### src/rtl/load_wb_unit_if.sv
// Request and memory-bus signals for the load write-back unit.
// The slave modport is the unit; the master modport drives it as core and memory.
interface load_wb_unit_if;
    logic        req_valid;
    logic        req_ready;
    logic [31:0] req_addr;
    logic [4:0]  req_rd;
    logic [2:0]  req_funct3;
    logic        mem_req;
    logic [31:0] mem_addr;
    logic        mem_gnt;
    logic        mem_rvalid;
    logic [31:0] mem_rdata;

    modport master (
        output req_valid, req_addr, req_rd, req_funct3,
        output mem_gnt, mem_rvalid, mem_rdata,
        input  req_ready, mem_req, mem_addr
    );

    modport slave (
        input  req_valid, req_addr, req_rd, req_funct3,
        input  mem_gnt, mem_rvalid, mem_rdata,
        output req_ready, mem_req, mem_addr
    );
endinterface

### src/rtl/load_wb_unit.sv
// Load unit: checks the request, reads one word, extends the selected
// byte/half/word and writes it back to the register file.
module load_wb_unit #(
    parameter int TIMEOUT = 16
) (
    input  logic          clk,
    input  logic          reset,
    load_wb_unit_if.slave bus,
    output logic [4:0]    waddr,
    output logic          we3,
    output logic [31:0]   wd3,
    output logic          err,
    output logic          busy
);

    localparam logic [1:0] IDLE = 2'd0;
    localparam logic [1:0] REQ  = 2'd1;
    localparam logic [1:0] WAIT = 2'd2;
    localparam logic [1:0] WB   = 2'd3;

    localparam logic [7:0] LAST = 8'(TIMEOUT - 1);

    logic [1:0]  state;
    logic [1:0]  off_q;
    logic [4:0]  rd_q;
    logic [2:0]  f3_q;
    logic [7:0]  cnt;
    logic [31:0] maddr_q;

    logic        hs;
    logic        legal;
    logic [7:0]  byte_sel;
    logic [15:0] half_sel;
    logic [31:0] ext;

    assign hs = bus.req_valid && (state == IDLE);

    always_comb begin
        legal = 1'b0;
        case (bus.req_funct3)
            3'b000, 3'b100: legal = 1'b1;
            3'b001, 3'b101: legal = ~bus.req_addr[0];
            3'b010:         legal = (bus.req_addr[1:0] == 2'b00);
            default:        legal = 1'b0;
        endcase
    end

    assign byte_sel = bus.mem_rdata[{off_q, 3'b000} +: 8];
    assign half_sel = bus.mem_rdata[{off_q[1], 4'b0000} +: 16];

    always_comb begin
        ext = bus.mem_rdata;
        unique case (1'b1)
            f3_q == 3'b000: ext = {{24{byte_sel[7]}}, byte_sel};
            f3_q == 3'b100: ext = {24'h0, byte_sel};
            f3_q == 3'b001: ext = {{16{half_sel[15]}}, half_sel};
            f3_q == 3'b101: ext = {16'h0, half_sel};
            default:        ext = bus.mem_rdata;
        endcase
    end

    always_ff @(posedge clk or negedge reset) begin
        if (!reset) begin
            state   <= IDLE;
            off_q   <= 2'b00;
            rd_q    <= 5'd0;
            f3_q    <= 3'b000;
            cnt     <= 8'd0;
            maddr_q <= 32'h0;
            waddr   <= 5'd0;
            wd3     <= 32'h0;
            we3     <= 1'b0;
            err     <= 1'b0;
        end else begin
            we3 <= 1'b0;
            err <= 1'b0;
            case (state)
                IDLE: begin
                    if (hs) begin
                        if (legal) begin
                            state   <= REQ;
                            off_q   <= bus.req_addr[1:0];
                            rd_q    <= bus.req_rd;
                            f3_q    <= bus.req_funct3;
                            maddr_q <= {bus.req_addr[31:2], 2'b00};
                        end else begin
                            err <= 1'b1;
                        end
                    end
                end
                REQ: begin
                    if (bus.mem_gnt) begin
                        state <= WAIT;
                        cnt   <= 8'd0;
                    end
                end
                WAIT: begin
                    // rvalid on the last counted cycle still wins
                    if (bus.mem_rvalid) begin
                        state <= WB;
                        if (rd_q != 5'd0) begin
                            we3   <= 1'b1;
                            waddr <= rd_q;
                            wd3   <= ext;
                        end
                    end else if (cnt == LAST) begin
                        state <= IDLE;
                        err   <= 1'b1;
                    end else begin
                        cnt <= cnt + 8'd1;
                    end
                end
                WB: begin
                    state <= IDLE;
                end
                default: begin
                    state <= IDLE;
                end
            endcase
        end
    end

    assign bus.req_ready = (state == IDLE);
    assign bus.mem_req   = (state == REQ);
    assign bus.mem_addr  = maddr_q;
    assign busy          = (state != IDLE);

endmodule

### src/flat_wrapper.sv
// flat-port wrapper written by rule: the top's interface ports become plain ports
module load_wb_unit_flat 
#(
    parameter int TIMEOUT = 16
)
  (clk, reset, waddr, we3, wd3, err, busy, bus_req_valid, bus_req_addr, bus_req_rd, bus_req_funct3, bus_mem_gnt, bus_mem_rvalid, bus_mem_rdata, bus_req_ready, bus_mem_req, bus_mem_addr);
  load_wb_unit_if bus_i ();
  input  logic clk;
  input  logic reset;
  output logic [4:0] waddr;
  output logic we3;
  output logic [31:0] wd3;
  output logic err;
  output logic busy;
  input wire logic [$bits(bus_i.req_valid)-1:0] bus_req_valid;
  input wire logic [$bits(bus_i.req_addr)-1:0] bus_req_addr;
  input wire logic [$bits(bus_i.req_rd)-1:0] bus_req_rd;
  input wire logic [$bits(bus_i.req_funct3)-1:0] bus_req_funct3;
  input wire logic [$bits(bus_i.mem_gnt)-1:0] bus_mem_gnt;
  input wire logic [$bits(bus_i.mem_rvalid)-1:0] bus_mem_rvalid;
  input wire logic [$bits(bus_i.mem_rdata)-1:0] bus_mem_rdata;
  output wire logic [$bits(bus_i.req_ready)-1:0] bus_req_ready;
  output wire logic [$bits(bus_i.mem_req)-1:0] bus_mem_req;
  output wire logic [$bits(bus_i.mem_addr)-1:0] bus_mem_addr;
  assign bus_i.req_valid = bus_req_valid;
  assign bus_i.req_addr = bus_req_addr;
  assign bus_i.req_rd = bus_req_rd;
  assign bus_i.req_funct3 = bus_req_funct3;
  assign bus_i.mem_gnt = bus_mem_gnt;
  assign bus_i.mem_rvalid = bus_mem_rvalid;
  assign bus_i.mem_rdata = bus_mem_rdata;
  assign bus_req_ready = bus_i.req_ready;
  assign bus_mem_req = bus_i.mem_req;
  assign bus_mem_addr = bus_i.mem_addr;
  load_wb_unit #(.TIMEOUT(TIMEOUT)) u_core (.clk(clk), .reset(reset), .bus(bus_i), .waddr(waddr), .we3(we3), .wd3(wd3), .err(err), .busy(busy));
endmodule
### config.mk
export PLATFORM = sky130hd
export DESIGN_NAME = load_wb_unit_flat
export DESIGN_NICKNAME = d
export VERILOG_FILES = /design/src/rtl/load_wb_unit_if.sv /design/src/rtl/load_wb_unit.sv /design/src/flat_wrapper.sv
export SDC_FILE = /design/constraint.sdc
export NUM_CORES = 1
export LEC_CHECK = 0
export ABC_AREA = 1
export BUFFER_PORTS_ARGS = -buffer_cell sky130_fd_sc_hd__buf_2
export CAP_MARGIN = 10
export CORE_ASPECT_RATIO = 1.4
export CORE_MARGIN = 3
export CORE_UTILIZATION = 55
export CTS_CLUSTER_SIZE = 40
export DETAILED_ROUTE_END_ITERATION = 8
export PLACE_DENSITY = 0.84
export SKIP_CTS_REPAIR_TIMING = 1
export SYNTH_ARGS = -nofsm -noshare
export SYNTH_HDL_FRONTEND = slang
export SYNTH_SLANG_ARGS = --single-unit
### constraint.sdc
create_clock -name clk -period 2.1 [get_ports clk]
set_input_delay 0.105 -clock clk [delete_from_list [all_inputs] [get_ports clk]]
set_output_delay 0.105 -clock clk [all_outputs]
set_load 0.005 [all_outputs]
# Word level (Yosys, flattened, before mapping)

Index checks and enable logic that the tools add are counted.

Add/sub/neg operators: 1
Equality and inequality tests: 17
Shift operators: 2
Multiplexer cells: 20
Bitwise gates (word level): 1
Reductions and logical operators: 14

Operators with widths:

| cell                | count |
|---|---|
| $pmux 32 s4         | 1 |
| $shiftx 32x6->16    | 1 |
| $shiftx 32x6->8     | 1 |
| $mux 8              | 3 |
| $pmux 8 s2          | 1 |
| $eq 3x3->1 const B  | 4 |
| $mux 2              | 5 |
| $add 8x1->8 const B | 1 |
| $eq 8x4->1 const B  | 1 |
| $pmux 2 s4          | 1 |
| $reduce_and 4->1    | 2 |
| $mux 1              | 7 |
| $eq 3x1->1 const B  | 2 |
| $logic_not 3->1     | 2 |
| $ne 2x2->1 const B  | 3 |
| $reduce_and 3->1    | 2 |
| $reduce_bool 5->1   | 1 |
| $eq 2x2->1 const B  | 2 |
| $logic_not 2->1     | 2 |
| $ne 2x1->1 const B  | 2 |
| $reduce_bool 2->1   | 2 |
| $reduce_or 2->1     | 2 |
| $eq 3x2->1 const B  | 1 |
| $ne 3x2->1 const B  | 1 |
| 5 further kinds     | 5 |

Flip-flop bits (word level): 89
Output and inout bits: 74
Word-level logic and storage cells: 65

# Logic depth before layout (Yosys ltp)

Depth in word-level cells: 6
Depth in mapped cells: 9
Depth with buffers taken out: 8

# Least setup slack after synthesis

No wires, ideal clock.

Path kind: register -> register
From: reg u_core.cnt[0]
To: reg u_core.cnt[5]
Library setup time: 118 ps
Arrival: 1248 ps
Required time: 1982 ps
Setup slack: 735 ps
Stages on the path, launching flop included: 7
Buffers on the path: 0
Period minus slack after synthesis: 1365 ps
Path through: dfrtp_1 ha_1 nand3_1 o21ai_2 nand2_1 nand3_1 nand2_1

Cells in the longest elaborated chain, start to end: 4
Elaborated cells on any way between the ends: 7
Those cells by class: add/sub (1); eq/ne (2); mux (3); reduce/logical (1)

RTL lines:

| item                   | RTL line            | source |
|---|---|---|
| start, declared        | load_wb_unit.sv:27  | `logic [7:0] cnt;` |
| start signal, assigned | load_wb_unit.sv:110 | `cnt <= cnt + 8'd1;` |
| $add 8x1->8            | load_wb_unit.sv:110 |  |
| $mux 8                 | load_wb_unit.sv:106 | `end else if (cnt == LAST) begin` |
| $mux 8                 | load_wb_unit.sv:99  | `if (bus.mem_rvalid) begin` |
| $pmux 8 s2             | load_wb_unit.sv:77  | `case (state)` |

Parallel ways exist; a longest one is shown, timed or not. The select of a mux whose other input is x is not followed.
A chain may end at the register's enable or synchronous reset.

# Worst setup path after layout

From: reg u_core.state[1]
To: reg u_core.maddr_q[22] (netlist: u_core.bus.mem_addr[22])

Cells in the longest elaborated chain, start to end: 3

RTL lines:

| item                                | RTL line                               | source |
|---|---|---|
| start, declared                     | load_wb_unit.sv:23                     | `logic [1:0] state;` |
| start signal, assigned              | load_wb_unit.sv:64                     | `state <= IDLE;` |
| start signal, assigned              | load_wb_unit.sv:81                     | `state <= REQ;` |
| start signal, assigned              | load_wb_unit.sv:93                     | `state <= WAIT;` |
| $logic_not 2->1 *                   | load_wb_unit.sv:36, load_wb_unit.sv:77 |  |
| $logic_and 1x1->1                   | load_wb_unit.sv:36                     | `assign hs = bus.req_valid && (state == IDLE);` |
| $reduce_and 3->1 (no source line) * | n/a                                    |  |
| end signal, assigned                | load_wb_unit.sv:85                     | `maddr_q <= {bus.req_addr[31:2], 2'b00};` |
| end, declared                       | load_wb_unit.sv:28                     | `logic [31:0] maddr_q;` |

Every way passes the cells marked *; elsewhere a longest branch is shown, timed or not.

==> metrics.txt <==
switching power total=~3.1 mW; DRT Pass-1 Iters=5; Root Driver=clkbuf_16; Final Wtd Congestion=0.931; Clk pwr share=22.6%; later-pin clock latency in the skew report=340 ps; Met1 Wirelength=between 4000 and 5000 microns; slowest CP cell=dfrtp_1; CP Capture Type=register; fin. max-slew vios=0; Routed Antenna Nets=0; Rel. slew slack=64.8%; hold slack=-5.76 ps; Top delay family on crit path=simple AND/OR/NAND/NOR gates; Congestion Overflow GR=0; failing checks=hold timing; status=complete, but fails checks; Final Skew=around 5 ps; Seq cells post-synth=89; post-layout net count=around 860; WP data arrival=1880 ps; # IOs=roughly 150; Worst Hold Depth=3; die width=approximately 85 microns; Post-route DRC=0; met2 wire len=~6500 microns; Initial Util=between 50% and 60%; die height=116 microns; HPWL after DPL=9030 microns; clock tree buffer depth=2; CTS H-tree lvls=3; met3 wire len=between 900 and 1000 microns; synthesized area=4760 sq um; synth warn=0; RSZ-0062 raised after global routing=false; end of the worst register-to-register path=u_core.bus.mem_addr[22]; wire length per cell=14.1 microns; Int Power=around 5 mW; register area share after synthesis=roughly 47%; Setup TNS=0 ps; Req. time, crit path=~2300 ps; leakage power=~3.5 nW; DR top layer=met4; initial antenna violation count=0; worst reg2reg startpoint=u_core.state[1]; Hold Path Sink=u_core.bus.mem_addr[15]; Post-synth EDFFs=0; worst-path fanout max=29; minimum clock period=approximately 1600 ps; Distinct cells, synth=36; HP Start=bus_req_addr[15]; synthesized instance count=around 640; row cnt=39; Final Util=slightly above 70%; Via density=5.17; reg2reg setup slack=between 400 and 500 ps; Logic pwr share=40.7%; vias in the first global route=approximately 4400; crit start category=register; fmax=0.608 GHz; Hold Path Class=input pin to register; Reg clk slew, reported paths=about 60 ps; Post-Syn Area per Cell=~7.4 sq um; Reg2Reg Depth=7; Layout area overhead=23.1%; Buf/Inv on CP=2; overall power=about 8 mW; antenna cell count=0; Peak VDD IR=approximately 0.86 mV; fin crit share=~78%; max-cap viol count=0; Placeable Area=between 8000 and 9000 sq um; total number of vias=roughly 4600; Worst-Margin Slew=approximately 530 ps; Sink Count=89; crit-path cells=nor2_4 -> inv_2 -> nor2_4 -> nand2_2 -> buf_4 -> nand2_1 -> nand2_1; sw frac=38.2%; drt initial violations=about 350; critical path class=register to register; largest net degree at the start of global routing=52; first-pass GRT wire length=20500 microns; Total GRT Usage=a little over a quarter; CP peak stage delay=roughly 440 ps; power density over the cells=~1400 nW/um^2; top_reg_cell synth=dfrtp_1; layout cell share with drive strength beyond 1=about a quarter; drt total wl=between 10000 and 15000 microns; port bufs=148; CTS tree=yes; Final Hold Violating Endpoints=8; Setup-failing EPs final=0; die outline area=between 9000 and 10000 sq um; Post-synth ARST share=100%; sequential share of power=about 37%; Num CTS Buffers=9
-- state kept, by name, summed over array words and instances (netlist names) --
signal,cells
u_core.bus.mem_addr,30
u_core.rd_q,5
u_core.f3_q,3
u_core.off_q,2
u_core.state,2
u_core.cnt,8
u_core.err,1
u_core.we3,1
u_core.wd3,32
u_core.waddr,5
-- power groups by stage --
| stage | Sequential (mW) | Clock, mW | Combinational (mW) |
|---|---|---|---|
| 3_5_place_dp | 2.98 | 0 | 3.30 |
| 3_3_place_gp | 2.95 | 0 | 3.18 |
| 6_report | 2.97 | 1.83 | 3.30 |
| 5_1_grt | 3.06 | 1.92 | 3.76 |
| 2_1_floorplan | 2.99 | 0 | 2.00 |
| 4_1_cts | 2.97 | 1.84 | 3.32 |
-- per-layer routing --
metal	GRT usage, %	up-vias
met2	44.9	189
met3	5.26	31
met4	12.7	0
met5	0	-
met1	31.3	2135
li1	-	2247
-- synth_stat cells, types with 2 or more instances --
library cell	number	area share (%)
buf_2	15	1.6
o21ai_1	5	0.53
a21o_1	5	0.79
clkbuf_1	2	0.16
nand2_2	2	0.26
inv_1	81	6.4
a21oi_1	11	1.2
or2_2	6	0.79
nor3_1	4	0.42
buf_6	8	1.9
inv_2	3	0.24
nor2_1	57	4.5
dfrtp_1	89	47
xor2_1	3	0.55
or2_1	22	2.9
nand2_1	212	17
buf_4	2	0.32
o21ai_0	12	1.3
nand4_1	3	0.39
nor2_4	2	0.47
nand3_1	83	8.7
-- cell type report --
| type | count | area [sq um] |
|---|---|---|
| fillers | 699 | 2440 |
| flip-flops and latches | 89 | 2230 |
| multi-input cells | 439 | 2000 |
| repair buffers | 158 | 836 |
| inverters | 86 | 328 |
| clock buffers | 11 | 233 |
| well taps | 102 | 128 |
| clock inverters | 5 | 104 |
-- layout by cell type (no fill, tap or decap), types with 9 or more instances in the layout --
| cell type | Yosys | layout |
|---|---|---|
| nand2_1 | 212 | 212 |
| buf_2 | 15 | 147 |
| dfrtp_1 | 89 | 89 |
| inv_1 | 81 | 81 |
| clkbuf_16 | 0 | 9 |
| a21oi_1 | 11 | 11 |
| o21ai_0 | 12 | 12 |
| nand3_1 | 83 | 83 |
| or2_1 | 22 | 22 |
| nor2_1 | 57 | 57 |
-- through the flow --
| stage | hold slack [ps] | instances | setup slack, ps | area, sq um |
|---|---|---|---|---|
| final | -5.76 | 890 | 455 | 5850 |
| after detailed placement | 113 | 872 | 446 | 5500 |
| after CTS | -245 | 888 | 425 | 5830 |
| after floorplan | -191 | 643 | 735 | 4760 |
| after global placement | 109 | 872 | 523 | 5500 |
| after global routing | 2.18 | 890 | 312 | 5850 |
-- cells by family (layout without fill, tap and decap cells) --
group,after synthesis,after routing,synth area share [%]
AND/OR/NAND/NOR,396,396,36.6
buffers and inverters,115,260,11.2
flip-flops,89,89,46.8
AO/OA/AOI/OAI,36,36,4.24
XOR/XNOR,4,4,0.737
adder cells (fa/ha/maj),1,1,0.263
other,1,2,0.0789
-- tightest hold or removal path: stages --
cell and delay [ps]:
buf_2 70, nand3_1 60, nand2_1 60
-- worst max path at each step --
stage	startpoint	endpoint	slack, ps	depth (start not counted)
after floorplan	u_core.cnt[0]	u_core.cnt[5]	730	6
after global placement	u_core.state[1]	u_core.bus.mem_addr[20]	520	7
after detailed placement	u_core.state[1]	u_core.bus.mem_addr[22]	450	7
after CTS	u_core.state[1]	u_core.bus.mem_addr[22]	420	7
after global routing	u_core.state[1]	u_core.bus.mem_addr[24]	310	7
final	u_core.state[1]	u_core.bus.mem_addr[22]	460	7
No activity file was read; power rests on OpenSTA's default activity.
